`src/rtl/instr_fetch.sv`:
```
// Instruction fetch stage: 8-bit fetch PC, 1-cycle memory, 2-entry buffer.
// Ports: clk, rst (async, active-high); imem_req/imem_addr/imem_rdata to
// instruction memory; redirect_valid/redirect_pc from datapath; if_valid/
// if_ready handshake with if_instr/if_pc/if_opcode; halted status.
// Optional IF_HALT_EN: opcode 6'h3F stops fetching until redirect or reset.
module instr_fetch (
  input  logic        clk,
  input  logic        rst,
  output logic        imem_req,
  output logic [7:0]  imem_addr,
  input  logic [31:0] imem_rdata,
  input  logic        redirect_valid,
  input  logic [7:0]  redirect_pc,
  output logic        if_valid,
  input  logic        if_ready,
  output logic [31:0] if_instr,
  output logic [7:0]  if_pc,
  output logic [5:0]  if_opcode,
  output logic        halted
);

  localparam logic [5:0] HALT_OP = 6'h3F;

  logic [7:0]  fetch_pc;
  logic [7:0]  resp_pc;
  logic        inflight;
  logic [31:0] q_instr [2];
  logic [7:0]  q_pc [2];
  logic        rd_ptr;
  logic        wr_ptr;
  logic [1:0]  count;
  logic [1:0]  occ;
  logic        pop;
  logic        push;
  logic        halt_q;
  logic        halt_hit;

  assign pop  = if_valid && if_ready;
  assign push = inflight && !redirect_valid && !halt_q;

  // Occupancy after this cycle's pop plus the response still in flight;
  // count + inflight never exceeds 2, so two bits suffice.
  assign occ = count - {1'b0, pop} + {1'b0, inflight};

`ifdef IF_HALT_EN
  // Halt word arriving now: suppress a request in the same cycle.
  assign halt_hit = inflight && !halt_q &&
                    (imem_rdata[31:26] == HALT_OP);

  always_ff @(posedge clk or posedge rst) begin
    if (rst)
      halt_q <= 1'b0;
    else if (redirect_valid)
      halt_q <= 1'b0;
    else if (halt_hit)
      halt_q <= 1'b1;
  end
`else
  assign halt_hit = 1'b0;
  assign halt_q   = 1'b0;
`endif

  assign halted = halt_q;

  // Gated by rst so nothing is requested while reset is held.
  assign imem_req = !rst && !redirect_valid && !halt_q &&
                    !halt_hit && (occ < 2'd2);
  assign imem_addr = fetch_pc;

  assign if_valid  = (count != 2'd0);
  assign if_instr  = q_instr[rd_ptr];
  assign if_pc     = q_pc[rd_ptr];
  assign if_opcode = if_instr[31:26];

  always_ff @(posedge clk or posedge rst) begin
    if (rst) begin
      fetch_pc   <= 8'h00;
      resp_pc    <= 8'h00;
      inflight   <= 1'b0;
      q_instr[0] <= '0;
      q_instr[1] <= '0;
      q_pc[0]    <= '0;
      q_pc[1]    <= '0;
      rd_ptr     <= 1'b0;
      wr_ptr     <= 1'b0;
      count      <= 2'd0;
    end else if (redirect_valid) begin
      // Any handshake this cycle is consumed; the flush empties the rest.
      fetch_pc <= redirect_pc;
      inflight <= 1'b0;
      rd_ptr   <= 1'b0;
      wr_ptr   <= 1'b0;
      count    <= 2'd0;
    end else begin
      inflight <= imem_req;
      if (imem_req) begin
        fetch_pc <= fetch_pc + 8'd4;
        resp_pc  <= fetch_pc;
      end
      if (push) begin
        q_instr[wr_ptr] <= imem_rdata;
        q_pc[wr_ptr]    <= resp_pc;
        wr_ptr          <= ~wr_ptr;
      end
      if (pop)
        rd_ptr <= ~rd_ptr;
      count <= count + {1'b0, push} - {1'b0, pop};
    end
  end

endmodule

```
`config.mk`:
```
export PLATFORM = sky130hd
export DESIGN_NAME = instr_fetch
export DESIGN_NICKNAME = d
export VERILOG_FILES = /design/src/rtl/instr_fetch.sv
export SDC_FILE = /design/constraint.sdc
export NUM_CORES = 1
export LEC_CHECK = 0
export BUFFER_PORTS_ARGS = -buffer_cell sky130_fd_sc_hd__buf_4
export CAP_MARGIN = 30
export CORE_ASPECT_RATIO = 1.2
export CORE_MARGIN = 2
export CORE_UTILIZATION = 57
export CTS_BUF_LIST = sky130_fd_sc_hd__clkbuf_4 sky130_fd_sc_hd__clkbuf_8
export DETAILED_ROUTE_END_ITERATION = 8
export PLACE_DENSITY = 0.83
export SETUP_SLACK_MARGIN = 0.2
export SKIP_CTS_REPAIR_TIMING = 1
export SLEW_MARGIN = 15
export SYNTH_ARGS = -nofsm -noshare
export SYNTH_HDL_FRONTEND = slang
export SYNTH_SLANG_ARGS = --single-unit
export TNS_END_PERCENT = 20
```
`constraint.sdc`:
```
create_clock -name clk -period 7.31 [get_ports clk]
set_input_delay 1.462 -clock clk [delete_from_list [all_inputs] [get_ports clk]]
set_output_delay 1.462 -clock clk [all_outputs]
set_load 0.05 [all_outputs]
```
# After elaboration in Yosys (flattened, before gate mapping)
# Cells that the tools add are included.
totals:
  register_bits: 101
  output_inout_bits: 57
op_classes:
  reduce_logical: 13
  add_sub_neg: 5
  bitwise: 5
  magnitude_cmp: 4
  muxes: 20
ops:
  columns: ["cell", "n"]
  rows:
  - ["32-bit 2-to-1 mux", 4]
  - ["64-bit bitwise mux", 1]
  - ["8-bit 2-to-1 mux", 6]
  - ["32-bit demux with 1-bit select", 1]
  - ["16-bit bitwise mux", 1]
  - ["8-bit by 3-bit adder with 8-bit output (second input constant)", 1]
  - ["8-bit demux with 1-bit select", 1]
  - ["2-bit nonzero test", 4]
  - ["1-bit logical AND", 5]
  - ["1-bit 2-to-1 mux", 5]
  - ["2-bit by 1-bit adder with 2-bit output", 2]
  - ["2-bit greater-or-equal comparator (second input constant)", 2]
  - ["1-bit inverter with 2-bit output", 2]
  - ["2-bit AND reduction", 2]
  - ["2-bit by 1-bit subtractor with 2-bit output", 2]
  - ["1-bit inverter", 3]
  - ["1-bit zero test", 2]
  - ["2-bit by 1-bit less-than comparator with 1-bit output (second input constant)", 1]
  - ["2-bit less-than comparator (second input constant)", 1]
  - ["2-bit 2-to-1 mux", 1]

# Longest topological paths before layout
# Gate-level depths: netlist (run 1).
depth:
  depth_word: 8
  ltp_mapped: 8
  mapped_depth_nobuf: 7

# Worst setup path after synthesis (run 1)
# Ideal clock, no wire load.
synth_path:
  path_type: "input-to-output"
  startpoint: "in rst"
  endpoint: "out imem_req"
  arrival_time_ns: 4.237
  slack_ns: 1.611
  path_stages: 2
  n_path_buf: 0
  t_required_ns: 5.848
  cell_sequence: "inv_1 > o211a_1"
synth_via:
  elab_chain_len: 3
synth_rtl:
  columns: ["element", "line", "text"]
  rows:
  - ["start, declared", "8", "input logic rst,"]
  - ["1-bit zero test (no source line)", null, null]
  - ["1-bit logical AND", "66", "assign imem_req = !rst && !redirect_valid && !halt_q &&"]
  - ["1-bit logical AND", "67", "!halt_hit && (occ < 2'd2);"]
  - ["end, declared", "9", "output logic imem_req,"]
# No other way between the ends.

# Worst setup path after layout (run 1)
layout_path:
  startpoint: "in if_ready"
  endpoint: "out imem_req"
layout_via:
  elab_chain_len: 5
layout_rtl:
  columns: ["element", "line", "text"]
  rows:
  - ["start, declared", "15", "input logic if_ready,"]
  - ["1-bit logical AND", "38", "assign pop = if_valid && if_ready;"]
  - ["2-bit by 1-bit subtractor with 2-bit output", "43", "assign occ = count - {1'b0, pop} + {1'b0, inflight};"]
  - ["2-bit by 1-bit adder with 2-bit output", "43", null]
  - ["2-bit less-than comparator", "67", null]
  - ["1-bit logical AND", "67", null]
# No other way between the ends.

==> results.md, run 1 <==
* Outcome: finished, final reports clean
* Clock Skew at 0.01660 ns
* Max-cap violations at 0
* Seq/Total Area, Yosys at 0.5614
* Tot GR Track Use at 0.1965
* Worst Setup Path Type: in -> out
* Post-Route WL at 8242 um
* Clock Power Share at 0.129
* Combinational power share at 0.519
* PwrDens at 460.6 nW/um^2
* Vias/cell at 5.541
* Flop pwr share at 0.352
* Final period utilization at 0.5177
* Worst-path cell chain: buf_4 -> nor2b_2 -> mux2i_1 -> o211a_1 -> buf_4
* Synth area leader: dfrtp_1
* # nets final at 445
* Peak supply drop at 0.0002495 V
* Antenna violations before repair at 0
* CTS Buffer Depth at 2
* Num rows at 35
* Clk_lat worst skew at 0.36 ns
* Port-buffer cells at 99
* Worst Path Required at 5.85 ns
* Gate Count Post-Synth at 307
* Crit path largest cell delay at 0.27 ns
* Unique masters post-synth at 35
* Highest clock rate at 264.2 MHz
* Synthesized area per cell at 14.66 um^2
* Layout cells sized above 1 at 0.6253
* Post-route minimum period at 3.784 ns
* Initial Util at 0.5874
* Fin util at 0.7189
* Synth Register Bits at 101
* Antenna Nets Post-Route at 0
* Arr. time, crit path at 2.32 ns
* Initial drt markers at 90
* Crit. End Element: output pin
* Internal power at 0.001429 W
* Area contributors post-synth: dfrtp_1 56%, mux2_2 31%, mux2_4 1.3%
* Residual DRC at 0
* Most used cell, CP: buf_4
* Tightest Hold Check Type: reg -> reg
* Mapped Nets at 354
* CTS H-tree lvls at 3
* Die Y at 101.4 um
* RSZ-0062 raised after global routing: no
* Worst-Margin Slew at 0.7552 ns
* Total global routing overflow at 0
* HPWL Detailed at 5568 um
* TritonCTS clock tree: built
* Final setup fails at 0
* Synth warn at 0
* Antenna cells at 0
* Psw at 0.001109 W
* Leakage at 2.582 nW
* CTS buffer count at 9
* Slew Viols, Final at 0
* Slew headroom at 0.4965
* Clk root buf: clkbuf_8
* Vias in the first global route at 2824
* DRT Pass-1 Iters at 4
* Worst Path Max Fanout at 3
* Critical Path Source Type: input pin
* WL/cell at 16.65 um
* Final hold vios at 0
* Post-synth top area share at 0.5614
* CTS Sinks at 101
* Vias post-DR at 2743
* Net Sw Frac at 0.4370
* Die width at 85.13 um
* Full die area at 8627 um^2
* RD Place Congestion at 0.7312
* Total negative slack at 0 ns
* Clk slew on worst S/H paths at 0.10 ns
* Largest net degree at the start of global routing at 80
* Ports at 101
* Crit-path slowest cell: mux2i_1
* First-pass GRT wire length at 13280 um
* Layout Area Growth over Synthesis at 22.37%
* Core ar. at 7664 um^2
* Synthesized area at 4502 um^2
[metrics by stage]
stage / setup slack, ns / hold WS, ns / cell area (um^2) / instances / power [W]
after floorplan: 1.611 / 0.4541 / 4502 / 307 / 0.001884
after global routing: 3.417 / 0.5083 / 5509 / 495 / 0.002652
after global placement: 3.552 / 0.4628 / 5248 / 476 / 0.002178
final: 3.526 / 0.4935 / 5509 / 495 / 0.002538
after CTS: 3.516 / 0.4983 / 5454 / 493 / 0.002546
after detailed placement: 3.518 / 0.4755 / 5268 / 477 / 0.002217
[state kept, by name, summed over array words and instances (netlist names)]
register,count
count,2
imem_addr,8
wr_ptr,1
inflight,1
rd_ptr,1
q_pc,16
q_instr,64
resp_pc,8
[final timing paths]
check / slack [ns] / depth (start not counted) / startpoint / to
min in group asynchronous: 1.06 / 2 / rst / q_instr[3]$_DFFE_PP0P_
hold reg to reg: 0.49 / 1 / q_instr[49]$_DFFE_PP0P_ / q_instr[49]$_DFFE_PP0P_
max in group asynchronous: 5.31 / 4 / rst / rd_ptr$_DFFE_PP0P_
hold / removal: 0.49 / 1 / q_instr[49]$_DFFE_PP0P_ / q_instr[49]$_DFFE_PP0P_
setup reg to reg: 5.22 / 5 / count[0]$_DFF_PP0_ / imem_addr[4]$_DFFE_PP0P_
setup / recovery: 3.53 / 5 / if_ready / imem_req
[Yosys cell counts (all sizes together)]
library cell and n:
mux2 131, or2 1, and3b 1, xnor2 4, nor2b 2, nand2b 1
o311ai 2, nand2 5, ha 3, a22oi 1, xor2 1, conb 1
o21ai 2, a221o 2, a21oi 1, o31a 1, buf 22, and3 2
nor3b 1, clkbuf 2, mux2i 2, o211a 2, nor2 6, and2 1
dfrtp 101, a32oi 1, inv 5, nand3 3
[cells by family after synthesis]
| group | after synthesis | share of synthesized area |
|---|---|---|
| xor+xnor | 5 | 0.009727 |
| flops | 101 | 0.5614 |
| fa+ha+maj | 3 | 0.008339 |
| simple gates | 23 | 0.02641 |
| other cells | 1 | 0.0008330 |
| buf+inv | 29 | 0.03613 |
| mux | 133 | 0.3355 |
| compound gates | 12 | 0.02168 |
[cell usage in the layout, fill, tap and decap left out, types with 2 or more instances in the layout]
cell type | synthesis | final
inv_1 | 5 | 4
mux2_1 | 5 | 5
nor2_1 | 6 | 5
dfrtp_1 | 101 | 100
o21ai_1 | 2 | 2
buf_16 | 0 | 2
xnor2_1 | 4 | 4
nand2_1 | 5 | 5
mux2_4 | 4 | 4
ha_1 | 3 | 3
o211a_1 | 2 | 2
and3_1 | 2 | 2
nand3_1 | 3 | 2
mux2_2 | 122 | 122
buf_4 | 7 | 101
clkbuf_4 | 0 | 2
clkbuf_8 | 0 | 10
mux2i_1 | 2 | 2
clkinv_4 | 0 | 3
a221o_1 | 2 | 2
[worst max-delay path: cells and delay by family]
family	cells	cell delay, ns
mux	1	0.27
simple gates	1	0.11
buf+inv	2	0.31
compound gates	1	0.17
[metal layers]
metal  part of all wire  GRT usage
met3              0.044    0.03341
met2               0.52     0.3492
met4              0.021    0.08425
met1               0.41     0.2363
met5                  0          0
[area by class of cell]
cell class                 instances  area (um^2)
fill                             537         2155
sequential                       101         2529
tap                               92        115.1
multi-input combinational        177         1824
clock inverter                     4        33.78
timing repair buffer             104        833.3
clock buffer                      12        152.6
inverter                           5        21.27
[power groups by stage]
| stage | combinational [W] | sequential (W) | clock [W] |
|---|---|---|---|
| 3_5_place_dp | 0.00130 | 0.000920 | 0 |
| 4_1_cts | 0.00130 | 0.000910 | 0.000336 |
| 5_1_grt | 0.00138 | 0.000919 | 0.000356 |
| 3_3_place_gp | 0.00127 | 0.000904 | 0 |
| 6_report | 0.00132 | 0.000893 | 0.000327 |
| 2_1_floorplan | 0.00102 | 0.000869 | 0 |
No activity file was read; power rests on OpenSTA's default activity.
==> inputs of run 2 (changes only) <==
Settings changed: CORE_UTILIZATION 57 to 56, PLACE_DENSITY 0.83 to 0.82.
Clock period 7.31 ns to 3.65 ns, I/O delays scaled along.
==> results.md, run 2 (same netlist as run 1, synthesis figures left out) <==
* Largest Register: q_instr
* Worst-path cell chain: buf_4 -> mux2_2 -> buf_4
* Antenna violations before repair at 0
* Max-cap violations at 0
* Worst-Margin Slew at 0.7081 ns
* Slew Viols, Final at 0
* Crit-path slowest cell: dfrtp_2
* Highest clock rate at 387.4 MHz
* TritonCTS clock tree: built
* Most used cell, CP: buf_4
* Full die area at 8776 um^2
* Largest net degree at the start of global routing at 46
* Die width at 85.85 um
* RD Place Congestion at 0.7569
* Core ar. at 7751 um^2
* Footprint of the multi-input gates at 1824 um^2
* Tightest Hold Check Type: in -> async
* Num rows at 35
* First-pass GRT wire length at 13940 um
* Final period utilization at 0.7073
* Worst Setup Path Type: reg -> out
* Worst Path Max Fanout at 16
* Total of fill cells in the finished design at 551
* Layout cells sized above 1 at 0.6272
* Fin util at 0.7083
* Final setup fails at 0
* Post-Route WL at 8502 um
* Antenna cells at 0
* Worst Path Required at 2.92 ns
* Overall power at 0.005094 W
* PwrDens at 927.8 nW/um^2
* Post-route minimum period at 2.582 ns
* Vias/cell at 5.547
* CTS H-tree lvls at 3
* # nets final at 447
* WL/cell at 17.11 um
* Crit path largest cell delay at 0.59 ns
* Total global routing overflow at 0
* Most frequent cells in the layout: 122 x mux2_2, 105 x buf_4, 100 x dfrtp_1
* CTS Buffer Depth at 2
* Max reg flops at 64
* HPWL Detailed at 6173 um
* CTS Sinks at 101
* FF+latch area at 2529 um^2
* Regs by FF count: q_instr x64, q_pc x16
* Failing checks: DRC
* Antenna Nets Post-Route at 0
* Crit. End Element: output pin
* Design Area, Final at 5490 um^2
* Tot GR Track Use at 0.2060
* Clock Skew at 0.01794 ns
* Clk slew on worst S/H paths at 0.10 ns
* Area after DPL at 5299 um^2
* Critical Path Source Type: register
* Die Y at 102.2 um
* Peak supply drop at 0.0004929 V
* Ports at 101
* Arr. time, crit path at 1.85 ns
* Vias in the first global route at 2828
* Initial Util at 0.5808
* Final worst setup slack at 1.068 ns
* Clk root buf: clkbuf_8
* Post-placement worst setup slack at 1.101 ns
* Final hold vios at 0
* DRT Pass-1 Iters at 9
* Commonest non-fill, non-tap cell in the layout: mux2_2
* Slew headroom at 0.5279
* Initial drt markers at 142
* Vias post-DR at 2757
* Layout Area Growth over Synthesis at 21.96%
* Leakage at 2.574 nW
* Outcome: complete, but fails checks
* R2R depth at 5
* CTS buffer count at 9
* RSZ-0062 raised after global routing: no
* Residual DRC at 8
* Port-buffer cells at 99
* Total negative slack at 0 ns
* Clk_lat worst skew at 0.36 ns
==> run 2: changes by cell type in the layout (fill, tap and decap cells not counted) <==
cell / delta
buf_16: -2
buf_4: +4
clkbuf_4: -2
clkinv_4: -1
clkinvlp_4: +1
inv_4: -1
inv_6: +2
inv_8: +1
==> run 2: through the flow <==
| step | hold WS [ns] | instances |
|---|---|---|
| 5_1_grt | 0.3712 | 497 |
| 6_report | 0.3606 | 497 |
| 3_3_place_gp | 0.4645 | 480 |
| 4_1_cts | 0.3580 | 497 |
| 3_5_place_dp | 0.4708 | 481 |
| 2_1_floorplan | 0.4541 | 307 |
==> run 2: area by class of cell <==
| class | instances | area share |
|---|---|---|
| repair buffers | 106 | 0.1472 |
| flip-flops and latches | 101 | 0.4606 |
| inverters | 5 | 0.004102 |
| multi-input cells | 177 | 0.3323 |
| clock inverters | 6 | 0.009799 |
| well taps | 92 | 0.02097 |
| clock buffers | 10 | 0.02507 |
==> run 2: path summary, 6_finish.rpt <==
check                                         from                  endpoint  slack [ns]
max                             rd_ptr$_DFFE_PP0P_              if_instr[28]        1.07
min                                            rst    resp_pc[1]$_DFFE_PP0P_        0.36
max reg2reg                     count[0]$_DFF_PP0_  imem_addr[4]$_DFFE_PP0P_        1.56
min reg2reg                q_instr[53]$_DFFE_PP0P_   q_instr[53]$_DFFE_PP0P_        0.49
max in group asynchronous                      rst        rd_ptr$_DFFE_PP0P_        2.15
min in group clk           q_instr[53]$_DFFE_PP0P_   q_instr[53]$_DFFE_PP0P_        0.49
==> run 2: report_power, final <==
part	switching (W)	internal (W)	leakage, nW
clock	0.000391	0.000279	0.0954
sequential	0.000247	0.00153	1.23
combinational	0.00161	0.00103	1.25
==> run 2: worst max-delay path, delay by kind of cell, from the launching register on <==
family | cells | cell delay [ns]
multiplexers | 1 | 0.38
buffers and inverters | 2 | 0.53
flip-flops | 1 | 0.59
==> run 2: metal layers <==
layer / up-vias / track usage / part of all wire
met2: 78 / 0.3419 / 0.50
li1: 1270 / - / -
met5: - / 0 / 0
met1: 1398 / 0.2721 / 0.42
met4: 0 / 0.07570 / 0.017
met3: 11 / 0.04039 / 0.056
